--- src/rtl/vcve2_pkg.sv ---
// Shared vcve2 types and constants: SEW encodings, sequencer states, default VLEN.
package vcve2_pkg;

    localparam int unsigned VLEN_DEFAULT = 128;

    localparam logic [2:0] VSEW_8  = 3'd0;
    localparam logic [2:0] VSEW_16 = 3'd1;
    localparam logic [2:0] VSEW_32 = 3'd2;

    typedef enum logic [1:0] {
        IDLE,
        EXEC,
        DONE
    } vseq_state_e;

    function automatic logic vsew_legal(input logic [2:0] vsew);
        return (vsew == VSEW_8) || (vsew == VSEW_16) || (vsew == VSEW_32);
    endfunction

endpackage

--- src/rtl/vcve2_vseq_be_gen.sv ---
// Write byte-enable generator for the vector sequencer: tail trimming on the last word,
// plus mask-undisturbed clearing of inactive elements when VCVE2_VSEQ_MASK_EN is defined.
module vcve2_vseq_be_gen
    import vcve2_pkg::*;
#(
    parameter  int unsigned VLEN = VLEN_DEFAULT,
    localparam int unsigned NW   = VLEN / 32,
    localparam int unsigned WIW  = $clog2(NW)
) (
    input  logic [WIW-1:0]  idx,
    input  logic [WIW:0]    words,
    input  logic [1:0]      rem,
    input  logic [1:0]      vsew,
`ifdef VCVE2_VSEQ_MASK_EN
    input  logic            vm,
    input  logic [VLEN-1:0] v0,
`endif
    output logic [3:0]      wbe
);

    localparam logic [WIW:0] ONE_WORD = (WIW + 1)'(1);

    logic       last_word;
    logic [3:0] tail_be;

    assign last_word = (({1'b0, idx} + ONE_WORD) == words);

    always_comb begin
        tail_be = 4'hF;
        if (last_word) begin
            case (rem)
                2'd1:    tail_be = 4'b0001;
                2'd2:    tail_be = 4'b0011;
                2'd3:    tail_be = 4'b0111;
                default: tail_be = 4'hF;
            endcase
        end
    end

`ifdef VCVE2_VSEQ_MASK_EN
    localparam int unsigned VIW = $clog2(VLEN);

    logic [3:0]     mask_be;
    logic [VIW-1:0] elem;

    // byte b of word idx belongs to element ({idx,b} >> vsew); its v0 bit gates it
    always_comb begin
        mask_be = 4'hF;
        elem    = '0;
        if (!vm) begin
            for (int b = 0; b < 4; b++) begin
                elem = VIW'({idx, 2'(b)}) >> vsew;
                if (!v0[elem]) begin
                    mask_be[b] = 1'b0;
                end
            end
        end
    end

    assign wbe = tail_be & mask_be;
`else
    assign wbe = tail_be;
`endif

endmodule

--- src/rtl/vcve2_vec_sequencer.sv ---
// Vector element sequencer: walks source registers one 32-bit word at a time through EX
// and writes results back to the VRF. Element masking is enabled by VCVE2_VSEQ_MASK_EN.
//
// state | meaning
// IDLE  | waiting for start_i from ID
// EXEC  | feeding word idx to EX, writing back on ex_valid_i
// DONE  | one-cycle completion, done_o high
module vcve2_vec_sequencer
    import vcve2_pkg::*;
#(
    parameter  int unsigned VLEN = VLEN_DEFAULT,
    localparam int unsigned NW   = VLEN / 32,
    localparam int unsigned WIW  = $clog2(NW),
    localparam int unsigned VLW  = $clog2(VLEN / 8) + 1
) (
    input  logic            clk_i,
    input  logic            rst_ni,
    input  logic            start_i,
    input  logic            kill_i,
    input  logic [VLW-1:0]  vl_i,
    input  logic [2:0]      vsew_i,
    input  logic [4:0]      vs1_i,
    input  logic [4:0]      vs2_i,
    input  logic [4:0]      vd_i,
    input  logic            vx_sel_i,
    input  logic [31:0]     scalar_i,
`ifdef VCVE2_VSEQ_MASK_EN
    input  logic            vm_i,
    input  logic [VLEN-1:0] v0_i,
`endif
    output logic [4:0]      vrf_raddr_a_o,
    output logic [4:0]      vrf_raddr_b_o,
    output logic [WIW-1:0]  vrf_rword_o,
    input  logic [31:0]     vrf_rdata_a_i,
    input  logic [31:0]     vrf_rdata_b_i,
    output logic [31:0]     ex_operand_a_o,
    output logic [31:0]     ex_operand_b_o,
    output logic            ex_instr_first_cycle_o,
    output logic            ex_vec_instr_o,
    output logic [2:0]      ex_vsew_o,
    input  logic            ex_valid_i,
    input  logic [31:0]     ex_result_i,
    output logic            vrf_we_o,
    output logic [4:0]      vrf_waddr_o,
    output logic [WIW-1:0]  vrf_wword_o,
    output logic [31:0]     vrf_wdata_o,
    output logic [3:0]      vrf_wbe_o,
    output logic            busy_o,
    output logic            done_o,
    output logic            illegal_o
);

    localparam logic [VLW-1:0] BYTES_PER_REG = VLW'(VLEN / 8);
    localparam logic [WIW:0]   ONE_WORD      = (WIW + 1)'(1);
    localparam logic [WIW-1:0] ONE_IDX       = WIW'(1);

    vseq_state_e    state_q;
    logic [WIW-1:0] idx_q;
    logic [WIW:0]   words_q;
    logic [1:0]     rem_q;
    logic [4:0]     vd_q;
    logic           vx_sel_q;
    logic [31:0]    scalar_q;
    logic           first_q;
`ifdef VCVE2_VSEQ_MASK_EN
    logic           vm_q;
`endif

    logic [VLW-1:0] vlmax_c;
    logic [VLW-1:0] vl_c;
    logic [VLW-1:0] bytes_c;
    logic [WIW:0]   words_c;
    logic           exec_c;
    logic           step_c;
    logic           last_c;
    logic [3:0]     wbe_c;

    // instruction geometry from the raw ID fields; only meaningful for legal vsew
    always_comb begin
        vlmax_c = BYTES_PER_REG >> vsew_i[1:0];
        vl_c    = (vl_i > vlmax_c) ? vlmax_c : vl_i;
        bytes_c = vl_c << vsew_i[1:0];
        words_c = (WIW + 1)'((bytes_c + VLW'(3)) >> 2);
    end

    assign exec_c = (state_q == EXEC);
    assign step_c = exec_c && ex_valid_i && !kill_i;
    assign last_c = (({1'b0, idx_q} + ONE_WORD) == words_q);

    always_ff @(posedge clk_i or negedge rst_ni) begin
        if (!rst_ni) begin
            state_q        <= IDLE;
            idx_q          <= '0;
            words_q        <= '0;
            rem_q          <= '0;
            vd_q           <= '0;
            vx_sel_q       <= 1'b0;
            scalar_q       <= '0;
            first_q        <= 1'b0;
`ifdef VCVE2_VSEQ_MASK_EN
            vm_q           <= 1'b1;
`endif
            vrf_raddr_a_o  <= '0;
            vrf_raddr_b_o  <= '0;
            ex_vsew_o      <= '0;
            busy_o         <= 1'b0;
            done_o         <= 1'b0;
            illegal_o      <= 1'b0;
            ex_vec_instr_o <= 1'b0;
        end else begin
            done_o    <= 1'b0;
            illegal_o <= 1'b0;
            if (kill_i) begin
                state_q        <= IDLE;
                busy_o         <= 1'b0;
                ex_vec_instr_o <= 1'b0;
                first_q        <= 1'b0;
            end else begin
                case (state_q)
                    IDLE: begin
                        if (start_i) begin
                            if (!vsew_legal(vsew_i)) begin
                                illegal_o <= 1'b1;
                            end else begin
                                vrf_raddr_a_o <= vs2_i;
                                vrf_raddr_b_o <= vs1_i;
                                vd_q          <= vd_i;
                                vx_sel_q      <= vx_sel_i;
                                scalar_q      <= scalar_i;
                                ex_vsew_o     <= vsew_i;
                                words_q       <= words_c;
                                rem_q         <= bytes_c[1:0];
`ifdef VCVE2_VSEQ_MASK_EN
                                vm_q          <= vm_i;
`endif
                                idx_q         <= '0;
                                first_q       <= 1'b1;
                                busy_o        <= 1'b1;
                                if (words_c == '0) begin
                                    state_q <= DONE;
                                    done_o  <= 1'b1;
                                end else begin
                                    state_q        <= EXEC;
                                    ex_vec_instr_o <= 1'b1;
                                end
                            end
                        end
                    end
                    EXEC: begin
                        if (ex_valid_i) begin
                            first_q <= 1'b1;
                            if (last_c) begin
                                state_q        <= DONE;
                                done_o         <= 1'b1;
                                ex_vec_instr_o <= 1'b0;
                            end else begin
                                idx_q <= idx_q + ONE_IDX;
                            end
                        end else begin
                            first_q <= 1'b0;
                        end
                    end
                    DONE: begin
                        state_q <= IDLE;
                        busy_o  <= 1'b0;
                    end
                    default: begin
                        state_q <= IDLE;
                        busy_o  <= 1'b0;
                    end
                endcase
            end
        end
    end

    vcve2_vseq_be_gen #(
        .VLEN (VLEN)
    ) u_be_gen (
        .idx   (idx_q),
        .words (words_q),
        .rem   (rem_q),
        .vsew  (ex_vsew_o[1:0]),
`ifdef VCVE2_VSEQ_MASK_EN
        .vm    (vm_q),
        .v0    (v0_i),
`endif
        .wbe   (wbe_c)
    );

    // a fully masked word still consumes its EX slot but writes nothing
    assign vrf_we_o               = step_c && (wbe_c != 4'h0);
    assign vrf_rword_o            = idx_q;
    assign vrf_wword_o            = idx_q;
    assign vrf_waddr_o            = vd_q;
    assign vrf_wdata_o            = vrf_we_o ? ex_result_i : '0;
    assign vrf_wbe_o              = vrf_we_o ? wbe_c : 4'h0;
    assign ex_operand_a_o         = exec_c ? vrf_rdata_a_i : '0;
    assign ex_operand_b_o         = !exec_c ? '0 : (vx_sel_q ? scalar_q : vrf_rdata_b_i);
    assign ex_instr_first_cycle_o = exec_c && first_q;

endmodule

--- config.mk ---
export PLATFORM = sky130hd
export DESIGN_NAME = vcve2_vec_sequencer
export DESIGN_NICKNAME = d
export VERILOG_FILES = /design/src/rtl/vcve2_pkg.sv /design/src/rtl/vcve2_vseq_be_gen.sv /design/src/rtl/vcve2_vec_sequencer.sv
export SDC_FILE = /design/constraint.sdc
export NUM_CORES = 1
export LEC_CHECK = 0
export CAP_MARGIN = 20
export CORE_MARGIN = 2
export CORE_UTILIZATION = 32
export DETAILED_ROUTE_END_ITERATION = 16
export PLACE_DENSITY = 0.74
export SYNTH_ARGS = -nofsm -noshare
export SYNTH_HDL_FRONTEND = slang
export SYNTH_HIERARCHICAL = 1
export SYNTH_SLANG_ARGS = --single-unit
--- constraint.sdc ---
create_clock -name clk_i -period 1.75 [get_ports clk_i]
set_input_delay 0.35 -clock clk_i [delete_from_list [all_inputs] [get_ports clk_i]]
set_output_delay 0.35 -clock clk_i [all_outputs]
set_load 0.02 [all_outputs]
==> key figures, run 1 <==
Synth
  – Synth warnings: 6
  – Syn Nets: ~660
  – #FFs+latches synth: 65
  – Sequential element share of the synthesized area: ~40%
  – Post-synth cell types: 48
  – Area contributors post-synth: dfrtp_1 (41%), nand2_1 (15%), and2_1 (11%), mux2i_1 (8.6%), nor2_1 (3.9%)
  – Mapped cell area: 3979 sq um
  – Post-synth EDFFs: 0
  – Commonest cells in the netlist: nand2_1 (158), and2_1 (70), dfrtp_1 (65)
  – Avg Inst Size Synth: 8.071 sq um
  – Async SR Flop Fraction: between 90% and 100%
  – Synth top area share: 40.88%
  – Synth area leader: dfrtp_1
  – Main synth FF type: dfrtp_1
  – Syn Inst Count: 493
  – Most numerous cell in the Yosys netlist: nand2_1

Routing
  – Detailed-route via count: 5124
  – DR WL/cell: 20.86 um
  – DRC errors left: 0
  – Drt first pass iters: 4
  – Final WL: 21550 um
  – Drt via density: 4.960
  – Final ANT Viol Nets: 0
  – Iteration-0 DRC Markers: 250

Finish
  – Layout net count: 1025
  – Antenna cells: 0
  – Final Instance Area: 9218 sq um
  – Area growth syn-to-layout: 131.7%
  – Share of cells above drive strength 1: 43.01%

Power
  – Leak pwr: 4.259 nW
  – PwrDens: between 800 and 900 nW/um^2
  – Peak supply drop: a little over 0.7 mV

Worst setup path
  – Critical Path Start Type: register
  – Crit end category: primary output
  – Critical path data arrival time: 1810 ps
  – Critical Path Fanout Max: 7
  – Critical path class: register to primary output
  – Req. time, crit path: 1400 ps

Global route
  – Gr usage total: around 29%
  – Global-route wire length before repair: 29150 um
  – Largest net degree at the start of global routing: 66
  – Gr ovfl total: 0
  – Vias in the first global route: 5198
  – Initial antenna violation count: 0

Timing
  – RSZ-0062 raised after global routing: true
  – Actual slew at the worst max-slew pin: 563.1 ps
  – Relative slew margins: 62.11%
  – Max-slew violations: 0
  – # setup viols final: 111
  – Max frequency: 462.7 MHz
  – Tmin final: 2161 ps
  – Clock Skews: roughly 5.1 ps
  – Worst hold slack: 17.02 ps
  – Final Hold Violating Endpoints: 0
  – Final setup margin: -411.1 ps
  – Tcrit/Tclk final: 123.5%

Floorplanning
  – Die width: roughly 120 um
  – Row cnt: 40
  – Starting Density: 32.99%
  – Total die area: between 10000 and 15000 sq um
  – Die H: approximately 120 um
  – Io pins: 285
  – Core area: 12060 sq um

Place
  – IO buf count: 284
  – Post-place instance area: 7426 sq um
  – Gpl congestion: between 0.9 and 1
  – HPWL Detailed: 14180 um

Clock tree
  – Clock Tree Buf Depth: 2
  – Worst-path clk slew: 60 ps
  – Clk Latency, worst-skew pair: roughly 330 ps
  – Clock sink total: 65
  – Root buf cell: clkbuf_16
  – CTS H-Tree Depth: 3
  – TritonCTS clock tree: built
  – Cts bufs inserted: 9

Run
  – MaxCap Viol Count: 0

Run status
  – Failing checks: negative setup slack
  – Outcome: finished with violations

Min path
  – Hold Path Class: input pin to async pin
==> flip-flops by register name, summed over array words and instances, names as in the netlist, 2 cells and up <==
name and flops:
scalar_q 32, vrf_raddr_a_o 5, vrf_raddr_b_o 5, vrf_waddr_o 5, ex_vsew_o 3, words_q 3
rem_q 2, state_q 2, vrf_rword_o 2
==> where the power goes <==
group | total (mW) | internal [mW] | switching, mW
combinational | 3.86 | 2.04 | 1.82
clock | 1.99 | 1.29 | 0.695
sequential | 2.10 | 1.86 | 0.249
==> area by class of cell <==
type / count / area [sq um]
Inverter: 7 / 26.28
Sequential cell: 65 / 1629
Tap cell: 168 / 210.2
Clock buffer: 10 / 239.0
Timing Repair Buffer: 389 / 4134
Fill cell: 776 / 2844
Multi-Input combinational cell: 388 / 2889
Clock inverter: 6 / 90.09
==> metal layers <==
| metal | wire (um) | share of wire [%] | vias up | track usage [%] |
|---|---|---|---|---|
| met2 | 11290 | 52 | 246 | 52.90 |
| met3 | 1698 | 7.9 | 75 | 8.682 |
| met5 | 0 | 0 | - | 0 |
| met1 | 7356 | 34 | 2483 | 29.14 |
| met4 | 1200 | 5.6 | 0 | 16.63 |
| li1 | - | - | 2320 | - |
==> worst max-delay path: stages, from the launching register on <==
cell and delay [ps]:
dfrtp_1 420, nor2b_4 170, nand2_4 70, nor3_4 170, buf_12 140, buf_12 110, clkbuf_16 130, and2_4 140
buf_6 120
==> metrics by stage <==
stage,cells,setup slack (ps),setup TNS [ps],power (mW),util [%]
detailed placement,968,-1016,-67170,4.982,61.57
finish,1033,-411.1,-33700,7.947,76.42
global placement,968,-908.0,-59950,4.889,61.57
global route,1033,-432.4,-37470,8.301,76.42
CTS,1017,-353.4,-23150,7.483,71.24
floorplan,493,-448.9,-2756,3.490,-
==> placed cells by master (no fill, tap or decap), types with 8 or more instances in the layout <==
| master | Yosys | layout |
|---|---|---|
| clkdlybuf4s50_1 | 0 | 170 |
| buf_4 | 4 | 66 |
| clkbuf_16 | 0 | 15 |
| mux2i_1 | 34 | 34 |
| buf_12 | 0 | 14 |
| nand2_1 | 158 | 154 |
| buf_6 | 0 | 113 |
| and2_4 | 0 | 64 |
| dfrtp_1 | 65 | 63 |
| nor2_4 | 0 | 28 |
| buf_8 | 0 | 8 |
==> kinds of logic (layout without fill, tap and decap cells) <==
kind of cell,count (synthesis),count (layout),synth area share [%]
muxes,35,35,9.120
xor gates and xnor gates,7,7,1.541
buffers and inverters,40,412,4.403
adders and majority gates,8,8,2.516
and+or+nand+nor,298,298,34.40
other,1,1,0.09425
DFF,65,65,40.88
AOI/OAI and AO/OA,39,39,7.044
==> final timing paths <==
check,from,end,slack (ps),depth (start not counted)
min reg2reg,scalar_q[31],scalar_q[31],480,2
min in group clk_i,vsew_i[0],ex_vsew_o[0],350,4
max reg2reg,state_q[0],vrf_rword_o[1],-230,11
max,state_q[1],vrf_wdata_o[9],-410,8
max in group asynchronous,rst_ni,vrf_rword_o[0],1410,2
min,rst_ni,vrf_raddr_a_o[4],20,2
==> timing repair <==
action / in CTS / in global routing
resized for setup: 671 / 119
buffers inserted: 28 / 16
hold buffers: 0 / 0
gates cloned: 5 / 7
pin swaps: 39 / 44
endpoints found under the setup margin: 166 / 112
Power figures use the tool's default switching activity.
==> run 2: changes to the inputs <==
Settings changed: CORE_UTILIZATION 32 to 33, CTS_BUF_LIST from default to sky130_fd_sc_hd__clkbuf_4, PLACE_DENSITY 0.74 to 0.76.
==> key figures, run 2 (synthesized netlist as in run 1, its figures left out) <==
Clock tree
  – Clock Tree Buf Depth: 2 (unchanged)
  – CTS H-Tree Depth: 3 (unchanged)
  – TritonCTS clock tree: built
  – Root buf cell: clkbuf_4
  – Cts bufs inserted: 9 (unchanged)
  – Clock sink total: 65 (unchanged)
  – Worst-path clk slew: 110 ps (+50 ps)
  – Clk Latency, worst-skew pair: 430 ps (+100 ps)

Floorplanning
  – Die H: 113.8 um (-1.5%)
  – Total die area: 12950 sq um (-2.9%)
  – Starting Density: 33.40% (+0.42 points)
  – Row cnt: 40 (unchanged)
  – Core area: 11910 sq um (-1.2%)
  – Die width: 113.8 um (-1.5%)
  – Io pins: 285 (unchanged)

Finish
  – Post-Layout Cell Count: 1003 (-2.9%)
  – Area growth syn-to-layout: 115.0%
  – Commonest non-fill, non-tap cell in the layout: nand2_1
  – Biggest register: scalar_q
  – Layout net count: 1014 (-1.1%)
  – Most frequent cells in the layout: nand2_1 (156), clkdlybuf4s50_1 (149), buf_6 (85)
  – Share of cells above drive strength 1: 38.88% (-4.1 points)
  – Fill cells: 900 (+16%)
  – Final Core Density: 71.82% (-4.6 points)
  – Max reg flops: 32 (unchanged)

Min path
  – Hold Path Class: input pin to register

Global route
  – Gr usage total: 29.23% (+0.27 points)
  – Largest net degree at the start of global routing: 66 (unchanged)
  – Vias in the first global route: 5078 (-2.3%)
  – Gr ovfl total: 0 (unchanged)
  – Global-route wire length before repair: 28560 um (-2.0%)
  – Initial antenna violation count: 2 (+2)

Worst setup path
  – Req. time, crit path: 1400 ps (about the same)
  – Critical Path Start Type: register
  – Critical path class: register to primary output
  – Critical path data arrival time: 1860 ps (+50 ps)
  – Critical Path Fanout Max: 9 (+2)
  – Crit end category: primary output

Timing
  – Max-slew violations: 0 (unchanged)
  – Tmin final: 2209 ps (+48.24 ps)
  – Setup TNS: -30400 ps (+3295 ps)
  – Clock Skews: 25.59 ps (+20.50 ps)
  – # setup viols final: 110 (-0.90%)
  – RSZ-0062 raised after global routing: true
  – Final Hold Violating Endpoints: 0 (unchanged)
  – Max frequency: 452.6 MHz (-2.2%)
  – Actual slew at the worst max-slew pin: 554.2 ps (-8.901 ps)
  – Tcrit/Tclk final: 126.3% (+2.8 points)
  – Relative slew margins: 62.71% (+0.60 points)
  – Final setup margin: -459.4 ps (-48.24 ps)

Run status
  – Outcome: finished with violations
  – Failing checks: negative setup slack

Power
  – Peak supply drop: 0.5555 mV (-21%)
  – Leak pwr: 4.052 nW (-4.9%)
  – Total power: 6.733 mW (-15%)
  – PwrDens: 787.1 nW/um^2 (-8.7%)

Routing
  – Iteration-0 DRC Markers: 189 (-24%)
  – DRC errors left: 0 (unchanged)
  – Detailed-route via count: 4956 (-3.3%)
  – Final WL: 20070 um (-6.9%)
  – Drt via density: 4.941 (-0.39%)
  – Final ANT Viol Nets: 0 (unchanged)
  – DR WL/cell: 20.01 um (-4.1%)
  – Drt first pass iters: 5 (+1)

Run
  – MaxCap Viol Count: 0 (unchanged)

Place
  – Place WS: -1006 ps (+9.660 ps)
  – Gpl congestion: 0.9636 (+3.6%)
  – IO buf count: 284 (unchanged)
  – HPWL Detailed: 13830 um (-2.5%)
  – Placed Cells: 948 (-2.1%)
[run 2: changes by cell type in the layout (fill, tap and decap cells not counted), moves of 9 or more]
cell	delta
and2_4	-39
and2_1	+30
buf_6	-28
clkdlybuf4s50_1	-21
dlygate4sd2_1	+20
buf_2	+19
clkbuf_16	-14
buf_4	+11
clkbuf_4	+11
and2_2	+9
[run 2: layout make-up]
cell class	count	area, sq um	share of cell area [%]
Antenna cell	2	5.005	0.05851
Clock buffer	11	82.58	0.9653
Clock inverter	5	56.30	0.6582
Inverter	7	26.28	0.3072
Multi-Input combinational cell	388	2838	33.17
Sequential cell	65	1629	19.04
Tap cell	147	183.9	2.150
Timing Repair Buffer	378	3734	43.64
[run 2: final timing paths]
kind | startpoint | endpoint | slack, ps | depth (start not counted)
worst max-delay path | state_q[1] | vrf_wdata_o[30] | -460 | 7
worst min-delay path | vsew_i[1] | rem_q[1] | 310 | 3
worst max register to register | vrf_rword_o[0] | vrf_rword_o[1] | -120 | 8
worst min register to register | vrf_raddr_b_o[3] | vrf_raddr_b_o[3] | 480 | 2
max in group asynchronous | rst_ni | scalar_q[5] | 960 | 3
min in group asynchronous | rst_ni | ex_vsew_o[0] | 450 | 3
[run 2: through the flow]
stage                     area, sq um  hold slack, ps
after floorplan                  4079           54.41
after global placement           7395           391.6
after detailed placement         7395           405.9
after CTS                        8238           252.3
after global routing             8554           284.7
final                            8554           309.9
[run 2: critical path, stage by stage, from the launching register on]
cell	delay, ps
dfrtp_1	400
nor2b_2	140
nand2_2	80
nor3_4	260
buf_12	160
buf_8	110
and2_2	150
buf_6	120
[run 2: routing by layer]
| metal | wire, um | GRT usage, % |
|---|---|---|
| met1 | 7186 | 32.20 |
| met2 | 10630 | 53.93 |
| met3 | 1317 | 6.057 |
| met4 | 935 | 13.25 |
| met5 | 0 | 0 |
[run 2: timing repair]
item,4_1_cts,5_1_grt
hold buffers,1,0
endpoints found under the hold margin,65,0
setup buffers,20,10
gates resized for setup,622,66
pin swaps,24,32
endpoints found under the setup margin,139,115
cloned,5,2
[run 2: power by group]
part           internal (mW)  switching (mW)  leakage, nW
registers               1.85           0.232        0.822
logic                   1.81            1.79         3.15
clock network          0.466           0.591       0.0768
==> run 3: changes to the inputs <==
Settings changed: REMOVE_ABC_BUFFERS from default to 1.
==> key figures, run 3 (synthesized netlist as in run 1, its figures left out) <==
Run status
  – Outcome: finished with violations
  – Failing checks: negative setup slack

Clock tree
  – Clock Tree Buf Depth: 2 (unchanged)
  – TritonCTS clock tree: built
  – Clock sink total: 65 (unchanged)
  – Root buf cell: clkbuf_4
  – CTS H-Tree Depth: 3 (unchanged)
  – Worst-path clk slew: 140 ps (+30 ps)
  – Clk Latency, worst-skew pair: 410 ps (-20 ps)
  – Cts bufs inserted: 9 (unchanged)

Floorplanning
  – Core area: 11910 sq um (unchanged)
  – Total die area: 12950 sq um (unchanged)
  – Starting Density: 33.40% (unchanged)
  – Die H: 113.8 um (unchanged)
  – Die width: 113.8 um (unchanged)
  – Io pins: 285 (unchanged)
  – Row cnt: 40 (unchanged)

Worst setup path
  – Req. time, crit path: 1400 ps (about the same)
  – Critical path data arrival time: 1780 ps (-80 ps)
  – Worst path cell trace: nor2b_4, nand2_2, nor3_4, buf_12, buf_12, and2_1, buf_6
  – CP max stage cell: dfrtp_1
  – Crit path top cell by count: buf_12
  – Crit end category: primary output
  – Slowest stage delay, CP: 430 ps (+30 ps)
  – Critical Path Start Type: register
  – Critical path class: register to primary output
  – Critical Path Fanout Max: 17 (+8)

Timing
  – Max-slew violations: 0 (unchanged)
  – Max frequency: 469.4 MHz (+3.7%)
  – Actual slew at the worst max-slew pin: 615.0 ps (+60.76 ps)
  – Clock Skews: 18.86 ps (-6.728 ps)
  – Tmin final: 2130 ps (-78.97 ps)
  – # setup viols final: 111 (+0.91%)
  – Final setup margin: -380.4 ps (+78.97 ps)
  – Relative slew margins: 58.63% (-4.1 points)
  – RSZ-0062 raised after global routing: true
  – Final Hold Violating Endpoints: 0 (unchanged)
  – Tcrit/Tclk final: 121.7% (-4.5 points)

Finish
  – Commonest non-fill, non-tap cell in the layout: nand2_1
  – Max reg flops: 32 (unchanged)
  – Layout net count: 1017 (+0.30%)
  – Final Core Density: 74.21% (+2.4 points)
  – Area growth syn-to-layout: 122.2%
  – Most frequent cells in the layout: nand2_1 (154), clkdlybuf4s50_1 (149), buf_6 (107)
  – Final Instance Area: 8840 sq um (+3.3%)
  – Antenna cells: 0 (-2)
  – Share of cells above drive strength 1: 41.77% (+2.9 points)
  – Biggest register: scalar_q

Global route
  – Vias in the first global route: 4989 (-1.8%)
  – Gr usage total: 25.02% (-4.2 points)
  – Gr ovfl total: 0 (unchanged)
  – Largest net degree at the start of global routing: 66 (unchanged)
  – Global-route wire length before repair: 25620 um (-10%)
  – Initial antenna violation count: 0 (-2)

Routing
  – Detailed-route via count: 5025 (+1.4%)
  – Iteration-0 DRC Markers: 340 (+80%)
  – DR WL/cell: 18.77 um (-6.2%)
  – Drt via density: 5.005 (+1.3%)
  – Drt first pass iters: 4 (-1)
  – Final WL: 18850 um (-6.1%)
  – DRC errors left: 0 (unchanged)
  – Final ANT Viol Nets: 0 (unchanged)

Power
  – Leak pwr: 4.177 nW (+3.1%)
  – Peak supply drop: 0.5318 mV (-4.3%)
  – PwrDens: 801.5 nW/um^2 (+1.8%)
  – Total power: 7.085 mW (+5.2%)

Place
  – HPWL Detailed: 12050 um (-13%)
  – IO buf count: 284 (unchanged)
  – Post-place instance area: 7325 sq um (-0.95%)
  – Gpl congestion: 0.9777 (+1.5%)

Run
  – MaxCap Viol Count: 0 (unchanged)

Min path
  – Hold Path Class: input pin to register
==> run 3: worst max-delay path: cells and delay by family (launching register included) <==
kind | cells | cell delay [ps]
buffers and inverters | 3 | 390
DFF | 1 | 430
and+or+nand+nor | 4 | 540
==> run 3: area by class of cell <==
type	instances	area (sq um)
fill	803	3072
sequential	65	1628
clock inverter	7	103.9
inverter	7	28.78
timing repair buffer	381	3918
tap	147	183.9
clock buffer	9	67.56
multi-input combinational	388	2910
==> run 3: per-stage QoR <==
stage	setup WS [ps]	setup TNS, ps	hold slack [ps]	cells
2_1_floorplan	-1927	-107540	54.41	460
3_3_place_gp	-911.8	-61510	390.2	944
3_5_place_dp	-1078	-67020	398.7	944
4_1_cts	-450.8	-32360	338.4	985
5_1_grt	-463.4	-41380	435.3	1004
6_report	-380.4	-33810	449.0	1004
==> run 3: final timing paths <==
check                              endpoint              from  slack, ps  cells after the start
max                          vrf_wdata_o[9]        state_q[1]       -380                      7
min                             scalar_q[3]       scalar_i[3]        450                      3
max reg2reg                  vrf_rword_o[1]    vrf_rword_o[0]       -150                      8
min reg2reg                vrf_raddr_b_o[3]  vrf_raddr_b_o[3]        480                      2
max in group asynchronous          vx_sel_q            rst_ni        960                      3
min in group asynchronous       scalar_q[7]            rst_ni        470                      3
==> run 3: routing by layer <==
layer / global-route usage [%] / vias to the layer above / share of wire, %
li1: - / 2315 / -
met1: 29.27 / 2410 / 37
met2: 45.71 / 236 / 53
met3: 4.835 / 64 / 6.0
met4: 8.699 / 0 / 3.4
met5: 0 / - / 0
==> run 3: timing repair <==
item | 4_1_cts | 5_1_grt
resized for setup | 700 | 150
setup buffers | 21 | 15
setup endpoints to repair | 138 | 124
pin swaps | 25 | 31
cloned | 3 | 4
endpoints found under the hold margin | 65 | 0
hold buffers | 1 | 0
==> run 3: power breakdown <==
group / switching, mW / total, mW / internal, mW
clock network: 0.614 / 1.21 / 0.594
logic: 1.82 / 3.78 / 1.95
registers: 0.256 / 2.10 / 1.85
total: 2.69 / 7.09 / 4.39
